<file path="src/rtl/seq_det_ctrl.sv">
// seq_det_ctrl: configurable serial pattern detector with run control.
//
// A run is started with 'start'. While running, every bit accepted via
// in_valid/in_seq is shifted into bit 0 of a shift register. The low 'len'
// bits are compared against the latched pattern. A match produces a
// registered one-cycle seq_detected pulse and bumps a saturating match
// counter. A non-zero target ends the run in DONE with a one-cycle 'done'
// pulse. 'stop' aborts a run back to IDLE.
//
// Ports
//   clk           rising-edge clock
//   rst           synchronous active-low reset
//   cfg_we        configuration load strobe (honoured in IDLE/DONE only)
//   cfg_pattern   pattern, bit 0 = most recently received bit
//   cfg_len       pattern length (0 -> 1, >PAT_W -> PAT_W)
//   cfg_overlap   1 = overlapping matches, 0 = non-overlapping
//   cfg_target    match count that ends a run, 0 = never
//   start, stop   run control
//   in_valid      in_seq qualifier
//   in_seq        serial data bit
//   seq_detected  one-cycle match pulse
//   match_count   matches in the current or last run
//   done          one-cycle pulse when the target is reached
//   busy          high in RUN
//   state         IDLE=0, RUN=1, DONE=2
module seq_det_ctrl #(
  parameter int PAT_W = 8,
  parameter int CNT_W = 8
) (
  input  logic             clk,
  input  logic             rst,
  input  logic             cfg_we,
  input  logic [PAT_W-1:0] cfg_pattern,
  input  logic [3:0]       cfg_len,
  input  logic             cfg_overlap,
  input  logic [CNT_W-1:0] cfg_target,
  input  logic             start,
  input  logic             stop,
  input  logic             in_valid,
  input  logic             in_seq,
  output logic             seq_detected,
  output logic [CNT_W-1:0] match_count,
  output logic             done,
  output logic             busy,
  output logic [1:0]       state
);

  localparam int LEN_W = $clog2(PAT_W + 1);
  localparam logic [LEN_W-1:0] PAT_W_L = LEN_W'(PAT_W);

  typedef enum logic [1:0] {
    IDLE = 2'd0,
    RUN  = 2'd1,
    DONE = 2'd2
  } state_t;

  state_t           cur_state, nxt_state;
  logic [PAT_W-1:0] shift_reg, shift_upd;
  logic [LEN_W-1:0] fill, fill_upd;
  logic [CNT_W-1:0] count_upd;
  logic             hit;

  logic [PAT_W-1:0] pat_reg;
  logic [LEN_W-1:0] len_eff;
  logic             ovl_reg;
  logic [CNT_W-1:0] target_reg;

  // Length is clamped once at load time so the datapath only ever sees 1..PAT_W.
  function automatic logic [LEN_W-1:0] clamp_len(input logic [3:0] l);
    if (l == 4'd0) return LEN_W'(1);
    if (int'(l) > PAT_W) return PAT_W_L;
    return LEN_W'(l);
  endfunction

  function automatic logic [PAT_W-1:0] len_mask(input logic [LEN_W-1:0] l);
    logic [PAT_W-1:0] m;
    for (int i = 0; i < PAT_W; i++) m[i] = (i < int'(l));
    return m;
  endfunction

  function automatic logic [LEN_W-1:0] sat_fill(input logic [LEN_W-1:0] f);
    return (f >= PAT_W_L) ? f : f + 1'b1;
  endfunction

  function automatic logic [CNT_W-1:0] sat_cnt(input logic [CNT_W-1:0] c);
    return (c == '1) ? c : c + 1'b1;
  endfunction

  // Candidate next values for an accepted bit, plus next-state decode.
  always_comb begin
    shift_upd = {shift_reg[PAT_W-2:0], in_seq};
    fill_upd  = sat_fill(fill);
    hit       = (fill_upd >= len_eff) &&
                (((shift_upd ^ pat_reg) & len_mask(len_eff)) == '0);
    count_upd = sat_cnt(match_count);
    nxt_state = cur_state;
    case (cur_state)
      IDLE, DONE: begin
        if (start) nxt_state = RUN;
      end
      RUN: begin
        if (stop) begin
          nxt_state = IDLE;
        end else if (in_valid && hit && (target_reg != '0) &&
                     (count_upd == target_reg)) begin
          nxt_state = DONE;
        end
      end
      default: nxt_state = IDLE;
    endcase
  end

  always_ff @(posedge clk) begin
    if (!rst) begin
      cur_state    <= IDLE;
      shift_reg    <= '0;
      fill         <= '0;
      match_count  <= '0;
      seq_detected <= 1'b0;
      done         <= 1'b0;
      pat_reg      <= '0;
      len_eff      <= PAT_W_L;
      ovl_reg      <= 1'b0;
      target_reg   <= '0;
    end else begin
      cur_state    <= nxt_state;
      seq_detected <= 1'b0;
      done         <= 1'b0;
      case (cur_state)
        IDLE, DONE: begin
          if (cfg_we) begin
            pat_reg    <= cfg_pattern;
            len_eff    <= clamp_len(cfg_len);
            ovl_reg    <= cfg_overlap;
            target_reg <= cfg_target;
          end
          if (start) begin
            shift_reg   <= '0;
            fill        <= '0;
            match_count <= '0;
          end
        end
        RUN: begin
          if (!stop && in_valid) begin
            shift_reg <= shift_upd;
            // Non-overlap mode discards history so the next match needs len fresh bits.
            fill      <= (hit && !ovl_reg) ? '0 : fill_upd;
            if (hit) begin
              match_count  <= count_upd;
              seq_detected <= 1'b1;
              done         <= (nxt_state == DONE);
            end
          end
        end
        default: ;
      endcase
    end
  end

  assign busy  = (cur_state == RUN);
  assign state = cur_state;

endmodule

</file>
<file path="config.mk">
export PLATFORM = sky130hd
export DESIGN_NAME = seq_det_ctrl
export DESIGN_NICKNAME = d
export VERILOG_FILES = /design/src/rtl/seq_det_ctrl.sv
export SDC_FILE = /design/constraint.sdc
export NUM_CORES = 1
export LEC_CHECK = 0
export ABC_AREA = 1
export CAP_MARGIN = 20
export CORE_MARGIN = 5
export CORE_UTILIZATION = 42
export CTS_CLUSTER_SIZE = 14
export DETAILED_ROUTE_END_ITERATION = 10
export PLACE_DENSITY = 0.66
export SKIP_CTS_REPAIR_TIMING = 1
export SYNTH_ARGS = -nofsm -noshare
export SYNTH_HDL_FRONTEND = slang
export SYNTH_SLANG_ARGS = --single-unit
</file>
<file path="constraint.sdc">
create_clock -name clk -period 5.7 [get_ports clk]
set_input_delay 1.14 -clock clk [delete_from_list [all_inputs] [get_ports clk]]
set_output_delay 1.14 -clock clk [all_outputs]
set_load 0.02 [all_outputs]
</file>
==> results by stage, run 1 <==
Status:
- The run finished with clean final reports.

Die:
- The effective utilization at floorplan is 43.24%.
- 41 I/O pins were placed.
- The horizontal die dimension is 85.30 um.
- The die covers 7275 sq um.
- The floorplan row count is 27.
- The height of the die is 85.30 um.
- After floorplanning, the core was sized to cover 5507 sq um.

Final layout:
- For this run, the number of standard cells in the final layout without fillers is about 470.
- The number of diodes is 0.
- The library cell used most frequently in the layout, excluding fill and tap cells, is nand2_1.
- The post-route netlist has 6.091% of its cells at a drive strength greater than 1.
- The top cell types in the final layout, fill and taps aside, are nand2_1, inv_1, dfxtp_1.
- The count of fill cells added during filler insertion is roughly 540.
- The area growth from synthesis to final layout is 24.65%.
- After the last flow step, the layout net total stands at 428.

Power and ir drop:
- In this run the power spent charging and discharging nets is 0.1715 mW.
- For this design the ratio of total power to cell area is 232.4 nW/um^2.
- Net switching is 24.87% of the power.
- The share of total power dissipated in sequential elements is around 48%.
- Combinational cells account for 14.5% of the total power.
- The overall power is 0.6896 mW.
- The largest vdd supply drop is between 0.1 and 0.15 mV.
- The analysis attributes to cell leakage a power of about 1.3 nW.
- The total internal power is 0.5181 mW.
- The share of total power dissipated in the clock network is 37.7%.

Yosys:
- For this run, asynchronously set or reset flops after synthesis account for 0%.
- Ranked by total cell area, the synthesized netlist is headed by dfxtp_1, nand2_1, inv_1, nand3_1, a21oi_1.
- The area share of the largest cell type after synthesis is 36.99%.
- The synthesized netlist devotes 3.678% of its cell area to adder and majority cells.
- In this run, synthesis inferred 0 flip-flops with an integrated enable.
- In this run, distinct cell masters in the synthesized netlist total 29.
- In the synthesized netlist the dominant register cell turns out to be dfxtp_1.
- The complex-gate fraction of the synthesized area is 14.45%.
- The number of nets in the synthesized netlist is 388.
- The multiplexer area fraction after synthesis is 0%.
- A synthesized cell averages 6.745 sq um.
- The register bit total from synthesis is 44.
- The largest family of logic cells by synthesized area is simple AND/OR/NAND/NOR gates.
- The netlist area before placement is 2381 sq um.
- Of the total synthesized cell area, the portion taken by AND, OR, NAND and NOR gates is 33.21%.
- After Yosys synthesis, XOR and XNOR cells account for 2.207% of the synthesized area.
- The largest area contributor in the netlist is dfxtp_1.
- The number of warnings reported in the yosys synthesis log is 0.
- The portion of the post-synthesis area used by sequential elements is 36.99%.
- The number of cells produced by synthesis is 353.

Hold path:
- The path category of the worst min-delay check is flip-flop to flip-flop.

Routing:
- The detailed router placed 2289 vias in this run.
- The number of nets with antenna violations after routing is 0.
- After detailed routing, the number of vias per cell comes to 4.912.
- The number of iterations in the first detailed-routing pass is 4.
- The post-detailed-route DRC marker count is 0.
- The detailed-route wire length per cell is 12.14 um.
- The number of DRC markers after the initial detailed-route iteration is 168.
- The routed wire length is 5.656 mm.

CTS:
- The source-to-sink clock delay at the later pin of the worst-skew pair is 290 ps.
- The number of clock sinks seen by CTS is 44.
- Clock tree synthesis selected as its root buffer the cell clkbuf_8.
- The clock passes through at most 2 buffers.
- The clock tree from TritonCTS is done.
- The clock-pin transition on the worst setup and hold timing paths is 80 ps.
- The H-tree generated during clock tree synthesis spans 2 levels.
- The clock buffer count from CTS is 5.

Timing:
- In this run the tightest slew margin relative to its limit is 36.39%.
- Static timing analysis puts the maximum clock frequency at 339.9 MHz.
- Setup repair after global routing left no endpoint under its margin.
- Between clock sinks in the finished design, the worst skew comes to 4.942 ps.
- The final critical-path share of the clock period is 51.61%.
- The max-slew violation count is 0.
- The final sum of negative setup slack is 0 ps.
- The final-report hold violation count was 0.
- The final period demand of the worst path is a little under 3000 ps.
- The pin slew with the least headroom to its limit is 951.8 ps.
- The total of endpoints with negative setup slack in the final report is 0.

Critical path:
- For the worst setup path, the data required time is 5900 ps.
- Along the worst path, the maximum fanout reaches 21.
- The startpoint type of the worst setup path is an input pin.
- STA classifies the critical path endpoint as a flip-flop.
- The category of the most critical setup path is input pin to flip-flop.
- For the worst setup path, the data arrival time is 3150 ps.

Global routing:
- The total track usage is 15.91%.
- The wire length of the first global-routing pass is 9.556 mm.
- The number of global-route vias before repair is 2028.
- Entering global routing, the biggest net connects 36 pins.
- The number of antenna violations at the first check in global routing came to 0.
- The total overflow reported by the global router is 0.

Job:
- Across the run, the number of max-cap violations was 0.

Placed design:
- In this run the tool buffered the top-level ports with 40 buffer cells.
- The detailed placement HPWL is around 4.4 mm.
- Routability-driven placement finished with a final weighted congestion of between 0.8 and 0.9.
- The placed instance count is 458.
routing by layer:
| layer | vias up | part of all wire [%] | global-route usage [%] |
|---|---|---|---|
| li1 | 1234 | - | - |
| met1 | 989 | 53 | 24.21 |
| met2 | 59 | 41 | 22.60 |
| met3 | 7 | 5.9 | 3.592 |
| met4 | 0 | 0.85 | 3.453 |
| met5 | - | 0 | 0 |
final timing paths:
kind,start,end,slack (ps),cells after the start
worst max-delay path,rst,shift_reg[4],2760,5
worst min register to register,pat_reg[1],pat_reg[1],470,2
worst min-delay path,pat_reg[1],pat_reg[1],470,2
worst max register to register,fill[0],match_count[2],3190,15
cell type report:
cell class / count / area, sq um / share of cell area (%)
clock buffer: 7 / 96.34 / 3.246
clock inverter: 1 / 30.03 / 1.012
inverter: 50 / 187.7 / 6.324
multi-input combinational: 251 / 1275 / 42.96
sequential: 44 / 880.8 / 29.68
tap: 72 / 90.09 / 3.035
timing repair buffer: 41 / 407.9 / 13.74
worst max-delay path: stages:
cell and delay, ps:
clkdlybuf4s50_1 860, inv_1 420, nor2_1 330, inv_1 150, o32ai_1 230
per-stage QoR:
stage / utilization [%] / cell area, sq um / hold slack (ps) / worst slack, ps
after CTS: 53.90 / 2968 / 473.3 / 2712
after floorplan: - / 2381 / 429.7 / 3439
after detailed placement: 51.60 / 2841 / 459.5 / 2402
final: 53.90 / 2968 / 472.0 / 2758
after global placement: 51.60 / 2841 / 457.3 / 2473
after global routing: 53.90 / 2968 / 510.4 / 2491
power groups by stage:
stage | clock network, mW | registers [mW] | logic [mW]
floorplan | 0 | 0.336 | 0.0610
global placement | 0 | 0.337 | 0.0997
detailed placement | 0 | 0.337 | 0.101
CTS | 0.263 | 0.330 | 0.101
global route | 0.277 | 0.332 | 0.115
finish | 0.260 | 0.330 | 0.100
cell families (layout without fill, tap and decap cells):
kind of cell    Yosys count  after routing
buf+inv                  58             99
flops                    44             44
xor+xnor                  6              6
simple gates            175            175
fa+ha+maj                 7              7
compound gates           63             63
synth_stat cells, drive strengths merged (5+ instances only):
| library cell | n |
|---|---|
| o32ai | 5 |
| o21ai | 27 |
| dfxtp | 44 |
| nor2 | 38 |
| inv | 50 |
| xor2 | 5 |
| nand4 | 8 |
| ha | 7 |
| a21oi | 26 |
| nand2 | 91 |
| clkbuf | 6 |
| nand3 | 33 |
Note: power is estimated with default switching activity, not from simulation.
==> run 2, diff against run 1 <==
- clock period: 5.7 -> 3 ns (I/O delays scaled with it)
==> results by stage, run 2 (synthesized netlist as in run 1, its figures left out) <==
Timing:
- Setup violations remaining at the end of the flow were counted as 0.
- At the pin with the least slew margin, the transition time is 516.4 ps.
- Between clock sinks in the finished design, the worst skew comes to 5.286 ps.
- The least setup slack across all paths after layout is between 500 and 600 ps.
- The worst relative slew slack is 65.53%.
- Setup repair after global routing left no endpoint under its margin.
- Static timing analysis puts the maximum clock frequency at ~400 MHz.
- For the finished layout, the period the worst path requires is 2470 ps.
- The worst path uses just over 80% of the clock period.
- Setup total negative slack on the finished layout was measured at 0 ps.
- The final-report hold violation count is 0.
- The worst slack on hold paths is 470.5 ps.
- The max-slew violation count is 0.

Placed design:
- In this run, placement finished with an instance count of between 400 and 500.
- The congestion estimate from routability-driven global placement came to 0.8210.
- The worst setup slack before clock tree synthesis is 539.2 ps.
- The detailed placement HPWL is about 4.6 mm.
- During placement, the flow inserted port buffers numbering 40.

CTS:
- The source-to-sink clock delay at the later pin of the worst-skew pair is 300 ps.
- The number of clock sinks seen by CTS is 44.
- The clock tree from TritonCTS is done.
- The clock root buffer is clkbuf_8.
- The H-tree depth is 2.
- The clock buffer count from CTS is 5.
- The clock passes through at most 2 buffers.
- The clock-pin transition on the worst setup and hold timing paths is around 80 ps.

Final layout:
- In the final layout, the share of cells above drive strength 1 is under 10%.
- In the layout the commonest cells are nand2_1, inv_1, dfxtp_1.
- The total number of nets in the final design is 431.
- The number of antenna diodes in the final layout is 0.
- The non-filler instance count after layout is about 470.
- The area growth from synthesis to layout is 24.33%.
- The library cell used most frequently in the layout, excluding fill and tap cells, is nand2_1.

Routing:
- The post-detailed-route DRC marker count is 0.
- The number of iterations in the first detailed-routing pass is 4.
- The detailed-route wire length per cell is 12.22 um.
- The number of nets with antenna violations after routing is 0.
- The routed via count divided by cell count is 4.938.
- The routed wire length is 5.717 mm.
- The number of DRC markers after the initial detailed-route iteration is 116.
- The vias after detailed routing is 2311.

Critical path:
- For the worst setup path, the data required time is 3230 ps.
- The cell with the largest stage delay on the worst path is dfxtp_1.
- The worst setup path is of the flip-flop to flip-flop kind.
- Walking the worst path, the cells encountered are inv_1 > ha_1 > inv_1 > o21ai_0 > ha_1 > inv_1 > o21bai_1 > nand3_1 > nand3_1 > and3_1 > nand2_1 > nand2_2 > inv_2 > nand2_1 > a21oi_1.
- The maximum fanout along the worst path is 10.
- The worst setup path is launched from a flip-flop.
- The cell with the most instances on the worst path is inv_1.
- The stage delay of the slowest cell on the critical path is between 300 and 400 ps.
- STA classifies the critical path endpoint as a flip-flop.
- The data arrival at the endpoint of the critical path is 2700 ps.

Die:
- The horizontal die dimension is between 80 and 90 um.
- The total core area is 5507 sq um.
- The floorplan step defined a die boundary enclosing between 7000 and 8000 sq um.
- The number of top-level pins is 41.
- The effective utilization at floorplan is 43.24%.
- The height of the die is 85.30 um.
- The floorplan row count is 27.

Global routing:
- The first global-routing pass estimated between 9 and 10 mm of wire.
- For this run the aggregate overflow at the end of global routing stands at 0.
- The total track usage is 16.44%.
- The number of antenna violations at the first check in global routing is 0.
- The number of global-route vias before repair is 2052.
- Entering global routing, the biggest net connects 22 pins.

Power and ir drop:
- IR analysis of the VDD net gives a maximum drop of 0.1921 mV.
- Summed over all cells, the static leakage comes to about 1.3 nW.
- The overall power is 1.221 mW.
- The power density over cell area is slightly above 400 nW/um^2.

Hold path:
- The worst hold path belongs to the class flip-flop to flip-flop.

Job:
- Across the run, the number of max-cap violations was 0.

Status:
- The flow ran to the end, and the final reports show no timing, DRC or antenna violations.
## run 2: worst max-delay path: cells and delay by family (launching register included)
kind | cells | cell delay (ps)
AO/OA/AOI/OAI | 3 | 430
adder cells (fa/ha/maj) | 2 | 580
buffers and inverters | 4 | 330
flip-flops | 1 | 370
AND/OR/NAND/NOR | 6 | 680
## run 2: per-layer routing
layer / up-vias / track usage (%) / wire length (um)
met5: - / 0 / 0
met4: 0 / 6.763 / 89
met3: 8 / 2.524 / 206
met2: 41 / 23.87 / 2376
met1: 1030 / 23.99 / 3044
li1: 1232 / - / -
## run 2: path summary, 6_finish.rpt
kind	cells after the start	slack (ps)	endpoint	startpoint
hold reg to reg	2	470	pat_reg[4]	pat_reg[4]
setup reg to reg	15	530	match_count[2]	fill[0]
hold / removal	2	470	pat_reg[4]	pat_reg[4]
setup / recovery	15	530	match_count[2]	fill[0]
## run 2: per-stage QoR
stage,instance area (sq um),utilization [%]
global route,2960,53.76
floorplan,2381,-
global placement,2864,52.01
detailed placement,2864,52.01
finish,2960,53.76
CTS,2960,53.76
## run 2: layout make-up
class	instances	area [sq um]
timing repair buffer	44	430.4
tap	72	90.09
fill	579	2546
multi-input combinational	251	1275
clock buffer	7	96.34
inverter	50	187.7
sequential	44	880.8
## run 2: power by group
part	total [mW]	leakage, nW	switching [mW]	internal, mW
combinational	0.194	0.877	0.108	0.0854
clock	0.400	0.0503	0.195	0.205
sequential	0.627	0.360	0.0181	0.609
total	1.22	1.29	0.322	0.899
